$ cat src/rtl/parking_billing_pkg.sv
// Shared types and constants for the parking billing block.
// Fee helper saturates the tariff sum to the 10-bit display range.
package parking_billing_pkg;

   localparam int TIME_W = 10;
   localparam logic [9:0] FEE_MAX = 10'd1023;

   typedef enum logic [1:0] {
      IDLE   = 2'd0,
      CALC   = 2'd1,
      SETTLE = 2'd2
   } state_e;

   function automatic logic [9:0] fee_calc(
      input logic [9:0] base,
      input logic [9:0] per,
      input logic [9:0] dur
   );
      logic [19:0] prod;
      logic [20:0] sum;
      prod = 20'(per) * 20'(dur);
      sum  = 21'(base) + 21'(prod);
      return (sum > 21'(FEE_MAX)) ? FEE_MAX : sum[9:0];
   endfunction

endpackage

$ cat src/rtl/parking_billing_edge_pulse.sv
// Two-flop rising-edge detector for debounced level inputs.
// The pulse is high for the one cycle after the edge is sampled.
module parking_billing_edge_pulse (
   input  logic clk,
   input  logic rst_n,
   input  logic d_i,
   output logic p_o
);

   logic q1_q, q2_q;

   // Sample the level and keep one cycle of history.
   always_ff @(posedge clk or negedge rst_n) begin
      if (!rst_n) begin
         q1_q <= 1'b0;
         q2_q <= 1'b0;
      end else begin
         q1_q <= d_i;
         q2_q <= q1_q;
      end
   end

   assign p_o = q1_q & ~q2_q;

endmodule

$ cat src/rtl/parking_billing.sv
// Per-slot session tracking and exit fee settlement.
// Optional free-parking window: define PARK_GRACE_EN.
module parking_billing
   import parking_billing_pkg::*;
#(
   parameter int MAX_SLOTS   = 16,
   parameter int SLOT_W      = 4,
   parameter int TICK_DIV    = 100000000,
   parameter int GRACE_TICKS = 2
) (
   input  logic              clk,
   input  logic              rst,
   input  logic              car_in,
   input  logic              car_vip,
   input  logic              car_out,
   input  logic [SLOT_W-1:0] slot_sel,
   input  logic [9:0]        initial_money,
   input  logic [9:0]        per_money,
   input  logic [9:0]        initial_vipmoney,
   input  logic [9:0]        num_of_park,
   input  logic              empty,
   output logic [9:0]        moneyget,
   output logic [9:0]        timeget,
   output logic              swm,
   output logic [SLOT_W-1:0] assigned_slot,
   output logic [SLOT_W:0]   occupied,
   output logic              full,
   output logic              err
);

`ifdef PARK_GRACE_EN
   localparam bit GRACE_EN = 1'b1;
`else
   localparam bit GRACE_EN = 1'b0;
`endif

   localparam int TW = (TICK_DIV > 1) ? $clog2(TICK_DIV) : 1;
   localparam logic [9:0] MAXS = 10'(MAX_SLOTS);
   localparam logic [9:0] GRACE = 10'(GRACE_TICKS);

   logic in_p, out_p, emp_p;

   state_e state_q, state_d;
   logic [TW-1:0]     tick_q;
   logic [TIME_W-1:0] now_q;

   logic [MAX_SLOTS-1:0] occ_q, occ_d;
   logic [MAX_SLOTS-1:0] vip_q, vip_d;
   logic [TIME_W-1:0]    ent_q [MAX_SLOTS];
   logic [TIME_W-1:0]    ent_d [MAX_SLOTS];

   logic [SLOT_W:0]   occn_q, occn_d;
   logic [SLOT_W-1:0] sel_q, asg_q;
   logic [9:0]        fee_q, dur_q;
   logic              err_q;

   logic [9:0]        cap;
   logic              free_ok;
   logic [SLOT_W-1:0] free_idx;
   logic              ent_ok, ent_rej;
   logic              sel_ok, ext_ok, ext_rej;
   logic              settle;
   logic [9:0]        dur_c, base_c, fee_c;

   parking_billing_edge_pulse u_in (
      .clk(clk), .rst_n(rst), .d_i(car_in), .p_o(in_p)
   );
   parking_billing_edge_pulse u_out (
      .clk(clk), .rst_n(rst), .d_i(car_out), .p_o(out_p)
   );
   parking_billing_edge_pulse u_emp (
      .clk(clk), .rst_n(rst), .d_i(empty), .p_o(emp_p)
   );

   assign cap = (num_of_park > MAXS) ? MAXS : num_of_park;

   // Lowest free slot below the effective capacity.
   always_comb begin
      free_ok  = 1'b0;
      free_idx = '0;
      for (int i = MAX_SLOTS - 1; i >= 0; i--) begin
         if (!occ_q[i] && (i < int'(cap))) begin
            free_ok  = 1'b1;
            free_idx = SLOT_W'(i);
         end
      end
   end

   assign ent_ok  = in_p & ~emp_p & (10'(occn_q) < cap) & free_ok;
   assign ent_rej = in_p & ~emp_p & ~ent_ok;
   assign sel_ok  = {1'b0, slot_sel} < (SLOT_W+1)'(MAX_SLOTS);
   assign ext_ok  = out_p & ~emp_p & (state_q == IDLE)
                  & sel_ok & occ_q[slot_sel];
   assign ext_rej = out_p & ~emp_p & ~ext_ok;
   assign settle  = (state_q == SETTLE) & ~emp_p;

   assign dur_c  = now_q - ent_q[sel_q];
   assign base_c = vip_q[sel_q] ? initial_vipmoney : initial_money;
   assign fee_c  = (GRACE_EN && (dur_c <= GRACE)) ? 10'd0
                 : fee_calc(base_c, per_money, dur_c);

   // Settlement sequencing; a clear command always lands in IDLE.
   always_comb begin
      state_d = state_q;
      if (emp_p) begin
         state_d = IDLE;
      end else begin
         case (state_q)
            IDLE:    if (ext_ok) state_d = CALC;
            CALC:    state_d = SETTLE;
            SETTLE:  state_d = IDLE;
            default: state_d = IDLE;
         endcase
      end
   end

   // Slot table and car count next state.
   always_comb begin
      occ_d  = occ_q;
      vip_d  = vip_q;
      ent_d  = ent_q;
      occn_d = occn_q;
      if (emp_p) begin
         occ_d  = '0;
         occn_d = '0;
      end else begin
         if (settle) occ_d[sel_q] = 1'b0;
         if (ent_ok) begin
            occ_d[free_idx] = 1'b1;
            vip_d[free_idx] = car_vip;
            ent_d[free_idx] = now_q;
         end
         occn_d = occn_q + (SLOT_W+1)'(ent_ok)
                - (SLOT_W+1)'(settle);
      end
   end

   // Free-running timebase.
   always_ff @(posedge clk or negedge rst) begin
      if (!rst) begin
         tick_q <= '0;
         now_q  <= '0;
      end else if (tick_q == TW'(TICK_DIV - 1)) begin
         tick_q <= '0;
         now_q  <= now_q + 1'b1;
      end else begin
         tick_q <= tick_q + 1'b1;
      end
   end

   // State, table and result registers.
   always_ff @(posedge clk or negedge rst) begin
      if (!rst) begin
         state_q <= IDLE;
         occ_q   <= '0;
         vip_q   <= '0;
         ent_q   <= '{default: '0};
         occn_q  <= '0;
         sel_q   <= '0;
         asg_q   <= '0;
         fee_q   <= '0;
         dur_q   <= '0;
         err_q   <= 1'b0;
      end else begin
         state_q <= state_d;
         occ_q   <= occ_d;
         vip_q   <= vip_d;
         ent_q   <= ent_d;
         occn_q  <= occn_d;
         err_q   <= ent_rej | ext_rej;
         if (ext_ok) sel_q <= slot_sel;
         if (ent_ok) asg_q <= free_idx;
         if ((state_q == CALC) && !emp_p) begin
            fee_q <= fee_c;
            dur_q <= dur_c;
         end
      end
   end

   assign moneyget      = fee_q;
   assign timeget       = dur_q;
   assign swm           = settle;
   assign assigned_slot = asg_q;
   assign occupied      = occn_q;
   assign full          = 10'(occn_q) >= cap;
   assign err           = err_q;

endmodule
$ cat config.mk
export PLATFORM = sky130hd
export DESIGN_NAME = parking_billing
export DESIGN_NICKNAME = d
export VERILOG_FILES = /design/src/rtl/parking_billing_pkg.sv /design/src/rtl/parking_billing_edge_pulse.sv /design/src/rtl/parking_billing.sv
export SDC_FILE = /design/constraint.sdc
export NUM_CORES = 1
export LEC_CHECK = 0
export ABC_AREA = 1
export BUFFER_PORTS_ARGS = -buffer_cell sky130_fd_sc_hd__buf_2
export CORE_MARGIN = 2
export CORE_UTILIZATION = 43
export CTS_BUF_LIST = sky130_fd_sc_hd__clkbuf_4 sky130_fd_sc_hd__clkbuf_8 sky130_fd_sc_hd__clkbuf_16
export CTS_CLUSTER_DIAMETER = 60
export CTS_CLUSTER_SIZE = 28
export DETAILED_ROUTE_END_ITERATION = 10
export GPL_TIMING_DRIVEN = 0
export SYNTH_ARGS = -nofsm -noshare
export SYNTH_HDL_FRONTEND = slang
export SYNTH_SLANG_ARGS = --single-unit
$ cat constraint.sdc
create_clock -name clk -period 11.05 [get_ports clk]
set_clock_uncertainty 0.05 [all_clocks]
set_input_delay 0 -clock clk [delete_from_list [all_inputs] [get_ports clk]]
set_output_delay 0 -clock clk [all_outputs]
set_load 0.01 [all_outputs]
# Word level (Yosys, flattened, before mapping)
# Index checks and enable logic that the tools add are counted.
[op_classes]
n_addsub = 6
multipliers = 1
n_lt_le_gt_ge = 28
eq_ne = 4
n_mux = 59
bitwise_logic = 24
n_reduce_logical = 39
[op_table]
columns = ["op", "n"]
rows = [
  ["$bwmux W160", 1],
  ["$lt A4 B10 Y1 const A", 8],
  ["$mux W16", 4],
  ["$mux W4", 16],
  ["$mux W10", 6],
  ["$bmux W10 S4", 1],
  ["$demux W10 S4", 1],
  ["$lt A3 B10 Y1 const A", 4],
  ["$add A27 B1 Y27 const B", 1],
  ["$eq A27 B27 Y1 const B", 1],
  ["$mux W27", 1],
  ["$add A10 B20 Y21", 1],
  ["$gt A21 B10 Y1 const B", 1],
  ["$logic_and A1 B1 Y1", 20],
  ["$lt A1 B10 Y1 const A", 2],
  ["$lt A2 B10 Y1 const A", 2],
  ["$mul A10 B10 Y20", 1],
  ["$mux W1", 20],
  ["$logic_not A1 Y1", 17],
  ["$and A16 B16 Y16", 1],
  ["$bwmux W16", 1],
  ["$not A16 Y16", 1],
  ["$or A16 B16 Y16", 1],
  ["$lt A4 B5 Y1 const B", 3],
  ["24 further kinds", 46],
]
[totals]
ff_bits = 271
in_bits = 50
out_inout_bits = 32
elab_cells = 194

# Longest topological paths before layout
[depth]
depth_word = 27
mapped_depth = 46
mapped_depth_nobuf = 44

# Hierarchy
# From an unflattened synthesis, not the netlist that was laid out.
[unflattened]
hier_cells = 2196
hier_area_um2 = 17963.5
[by_module_without_submodules]
columns = ["mod", "instances", "cells_per_inst", "area_each_um2", "seq_area_each_um2"]
rows = [
  ["parking_billing", 1, 2184, 17783.3, 6631.4],
  ["parking_billing_edge_pulse", 3, 4, 60.1, 50.0],
]

# Worst setup path before layout
# Ideal clock, no wire load.
[synth_path]
path_kind = "flip-flop to flip-flop"
from = "register sel_q[0]"
to = "register fee_q[0], in the netlist moneyget[0]"
setup_ns = 0.121
arrival_ns = 7.973
t_required_ns = 10.879
slack_ns = 2.906
stages_incl_launch_ff = 44
n_path_buf = 2
period_less_slack_ns = 8.144
path_cell_list = "dfrtp_1 > nand2_1 > inv_1 > clkbuf_1 > clkbuf_1 > a22oi_1 > a21oi_1 > a2111oi_0 > ha_1 > nand3_1 > a21oi_1 > o21ai_0 > nand2_1 > nand2_1 > nand2_1 > a21oi_1 > or2_2 > nand2_1 > [... 8 more ...] > fa_1 > fa_1 > inv_1 > fa_1 > inv_1 > ha_1 > nand2_1 > nor2_1 > nand2_1 > o21ai_0 > nand3_1 > nand2_1 > xor2_1 > nand3b_1 > nor2_1 > nand3_1 > o22ai_1 > inv_1"
[synth_between]
elab_chain_len = 9
word_cells_on_any_way = 12
cone_classes = "add/sub (2); mul (1); order compare (1); mux (7); bitwise (1)"
[synth_lines]
columns = ["element", "line_no", "rtl"]
rows = [
  ["from (decl)", "parking_billing.sv:53", "logic [SLOT_W-1:0] sel_q, asg_q;"],
  ["from (signal assigned)", "parking_billing.sv:171", "if (ext_ok) sel_q <= slot_sel;"],
  ["$not A4 Y5 (implied by the code)", "parking_billing.sv:97", "assign dur_c = now_q - ent_q[sel_q];"],
  ["$bmux W10 S4", "parking_billing.sv:97", ""],
  ["$mux W10 (implied by the code) (2 in a row)", "parking_billing.sv:97", ""],
  ["$sub A10 B10 Y10", "parking_billing.sv:97", ""],
  ["$mul A10 B10 Y20", "parking_billing_pkg.sv:21", "prod = 20'(per) * 20'(dur);"],
  ["$add A10 B20 Y21 *", "parking_billing_pkg.sv:22", "sum = 21'(base) + 21'(prod);"],
  ["$gt A21 B10 Y1", "parking_billing_pkg.sv:23", "return (sum > 21'(FEE_MAX)) ? FEE_MAX : sum[9:0];"],
  ["$mux W10 *", "parking_billing_pkg.sv:23", ""],
  ["to (signal assigned)", "parking_billing.sv:161", "fee_q <= '0;"],
  ["to (signal assigned)", "parking_billing.sv:174", "fee_q <= fee_c;"],
  ["to (decl)", "parking_billing.sv:54", "logic [9:0] fee_q, dur_q;"],
]
# Every way passes the cells marked *; elsewhere a longest branch is shown, timed or not. The select of a mux whose other input is x is not followed.
# A chain may end at the register's enable or synchronous reset.

# Worst setup path in the final report
[layout_path]
from = "register sel_q[1]"
to = "register fee_q[0], in the netlist moneyget[0]"
# Same word-level chain as after synthesis.

==> metrics.md <==
| Metric | Value |
|---|---|
| Outcome | complete, but fails checks |
| Failing checks | negative hold slack |
| Initial Utilization | 43.6% |
| Worst-path maximum fanout | 10 |
| Post-synth top cells | nand2_1 (579), dfrtp_1 (271), inv_1 (235) |
| Ports | 82 |
| Die area | 0.0431 mm^2 |
| Min Hold Slack | -0.0237 ns |
| Largest net degree at the start of global routing | 113 |
| Cell taking the most area after synthesis | dfrtp_1 |
| Final Cell Area | 0.0202 mm^2 |
| Share of layout cells above drive strength 1 | 10.9% |
| Crit path kind | reg -> reg |
| # nets final | 2496 |
| Hpwl dp | 42.0 mm |
| Detailed-route via count | 16000 |
| P per Cell Area | 142 mW/mm^2 |
| Slew margin rel. | 12.1% |
| Antenna Cells | 0 |
| Number of max-cap violations | 0 |
| IO buf count | 77 |
| Yosys cell types | 58 |
| RSZ-0062 raised after global routing | no |
| Req. time, crit path | 11.46 ns |
| Vias in the first global route | 15700 |
| Clk sinks | 271 |
| Die Span Y | 208 um |
| CTS Buf Count | 30 |
| Endpoints failing hold | 4 |
| CP bufs+invs | 8 |
| Filler instances | 3999 |
| Std-Cell Rows | 74 |
| P&R area growth vs syn | 13.0% |
| Syn Nets | 2369 |
| Tightest Pin Transition | 1.29 ns |
| Seq/Total Area, Yosys | 38.0% |
| Synthesized area per cell | 8.25 um^2 |
| First-pass GRT wire length | 89.8 mm |
| Slew Viols, Final | 0 |
| Post-CTS setup buffers | 0 |
| Initial antenna violation count | 0 |
| # DRC | 0 |
| Final wirelength | 57.0 mm |
| Synth warnings | 0 |
| Clock transition at the registers of the reported paths | 0.07 ns |
| Crit end category | flip-flop |
| Area fraction of the dominant cell type after synthesis | 38.0% |
| LEAKAGE | 10.4 nW |
| Slowest-stage cell, CP | a2111oi_0 |
| Iteration-0 DRC count of the detailed router | 1596 |
| Worst VDD drop | 0.000112 V |
| Core area | 0.0409 mm^2 |
| Mapped Cells | 2162 |
| H-tree levels | 1 |
| Placed cell areas | 0.0190 mm^2 |
| DR WL/cell | 20.0 um |
| Period utilization | 93.2% |
| Clock buffer depth | 3 |
| Post-layout minimum cycle time | 10.30 ns |
| Most common cell in the netlist | nand2_1 |
| Grt total ovfl | 0 |
| Worst setup SP type | flip-flop |
| Post-Route Setup TNS | 0 ns |
| Clk_lat worst skew | 0.59 ns |
| Pre-antenna DRT Iters | 6 |
| Largest stage delay on the critical path | 1.02 ns |
| Worst EP arrival | 10.71 ns |
| Post-synthesis cell area | 0.0178 mm^2 |
| Dominant cells by area after synthesis | dfrtp_1 (38%), nand2_1 (12%), fa_1 (8.4%) |
| Vias per cell | 5.64 |
| Final setup fails | 0 |
| Synth Flop Type | dfrtp_1 |
| Gr usage total | 26.4% |
| Maximum achievable frequency | 97.1 MHz |
| Crit-path most repeated cell | nand2_1 |
| #FFs+latches synth | 271 |
| Ys async rst share | 100% |
| Type of the worst min-delay path | in -> async |
| Die X-Extent | 208 um |
| Final Wtd Congestion | 0.930 |
| Root Driver | clkbuf_16 |
| Post-route ant nets | 0 |
| EDFF count, synth | 0 |
| CP top delay family | adder cells |
| CTS tree | built |
## cell usage in the layout, fill, tap and decap left out, drive strengths merged, types with 54 or more instances in the layout
cell / synthesis / layout
nand3: 80 / 80
dfrtp: 271 / 271
nand2: 585 / 585
nand4: 198 / 198
inv: 240 / 251
o21ai: 54 / 54
ha: 82 / 82
buf: 66 / 147
a21oi: 64 / 64
clkbuf: 69 / 103
fa: 75 / 75
nor2: 129 / 129
a22oi: 88 / 88
## power by group
part,internal [mW],switching [mW],total (mW)
sequential,1.03,0.0322,1.07
clock,0.549,0.496,1.04
combinational,0.195,0.549,0.744
## layout make-up
type                    instances  area, um^2  share of cell area [%]
repair buffers                 95         623                    3.09
flip-flops and latches        271        6780                    33.6
well taps                     532         666                    3.30
plain buffers                 135         658                    3.26
multi-input cells            1514        9490                    47.1
clock inverters                22         233                    1.15
inverters                     242         908                    4.51
clock buffers                  34         800                    3.97
## sequential cells by signal, indices dropped and copies added, names as in the netlist
register,flops
u_out.q2_q,1
u_in.q1_q,1
ent_q,160
tick_q,27
state_q,2
vip_q,16
assigned_slot,4
occupied,5
sel_q,4
u_emp.q2_q,1
now_q,10
err,1
moneyget,10
occ_q,16
u_in.q2_q,1
u_out.q1_q,1
timeget,10
u_emp.q1_q,1
## logic make-up after synthesis
kind of cell	Yosys count	synth area share, %
DFF	271	38.0
buffers and inverters	377	8.78
and+or+nand+nor	1041	26.7
xor gates and xnor gates	35	1.72
adders and majority gates	157	14.2
AOI/OAI and AO/OA	271	9.97
muxes	10	0.610
## path summary, 6_finish.rpt
check,slack (ns),from,to,depth (start not counted)
min in group clk,0.11,num_of_park[1],assigned_slot[3],7
setup / recovery,0.75,sel_q[1],moneyget[0],43
max in group asynchronous,10.39,rst,timeget[0],3
setup reg to reg,0.75,sel_q[1],moneyget[0],43
hold reg to reg,0.33,u_in.q1_q,u_in.q2_q,0
hold / removal,-0.02,rst,occ_q[11],3
## worst register-to-register path, delay by kind of cell (launching register included)
kind / cells / cell delay (ns)
compound gates: 10 / 2.85
buf+inv: 8 / 1.23
fa+ha+maj: 7 / 3.44
flops: 1 / 0.41
simple gates: 17 / 2.05
xor+xnor: 1 / 0.16
## routing by layer
layer	wire length, um	GRT usage (%)	share of wire [%]	up-vias
li1	-	-	-	7485
met1	24900	37.2	44	7835
met2	25900	41.7	45	626
met3	4340	4.46	7.6	98
met4	1870	8.39	3.3	0
met5	0	0	0	-
## through the flow
step	instances	util (%)	power, mW	hold WS [ns]	setup WS (ns)
finish	2845	49.3	2.85	-0.0237	0.754
global route	2845	49.3	2.97	0.0281	0.0387
CTS	2845	49.3	2.86	0.00735	0.794
detailed placement	2774	46.3	1.81	-0.0161	0.843
global placement	2771	46.2	1.79	0.0625	0.793
floorplan	2162	-	1.52	-0.346	2.91
## what timing repair did
action / CTS / global route
endpoints found under the setup margin: 0 / 0
gates resized for setup: 0 / 0
hold buffers: 15 / 0
endpoints found under the hold margin: 286 / 0
Note: power is estimated with default switching activity, not from simulation.
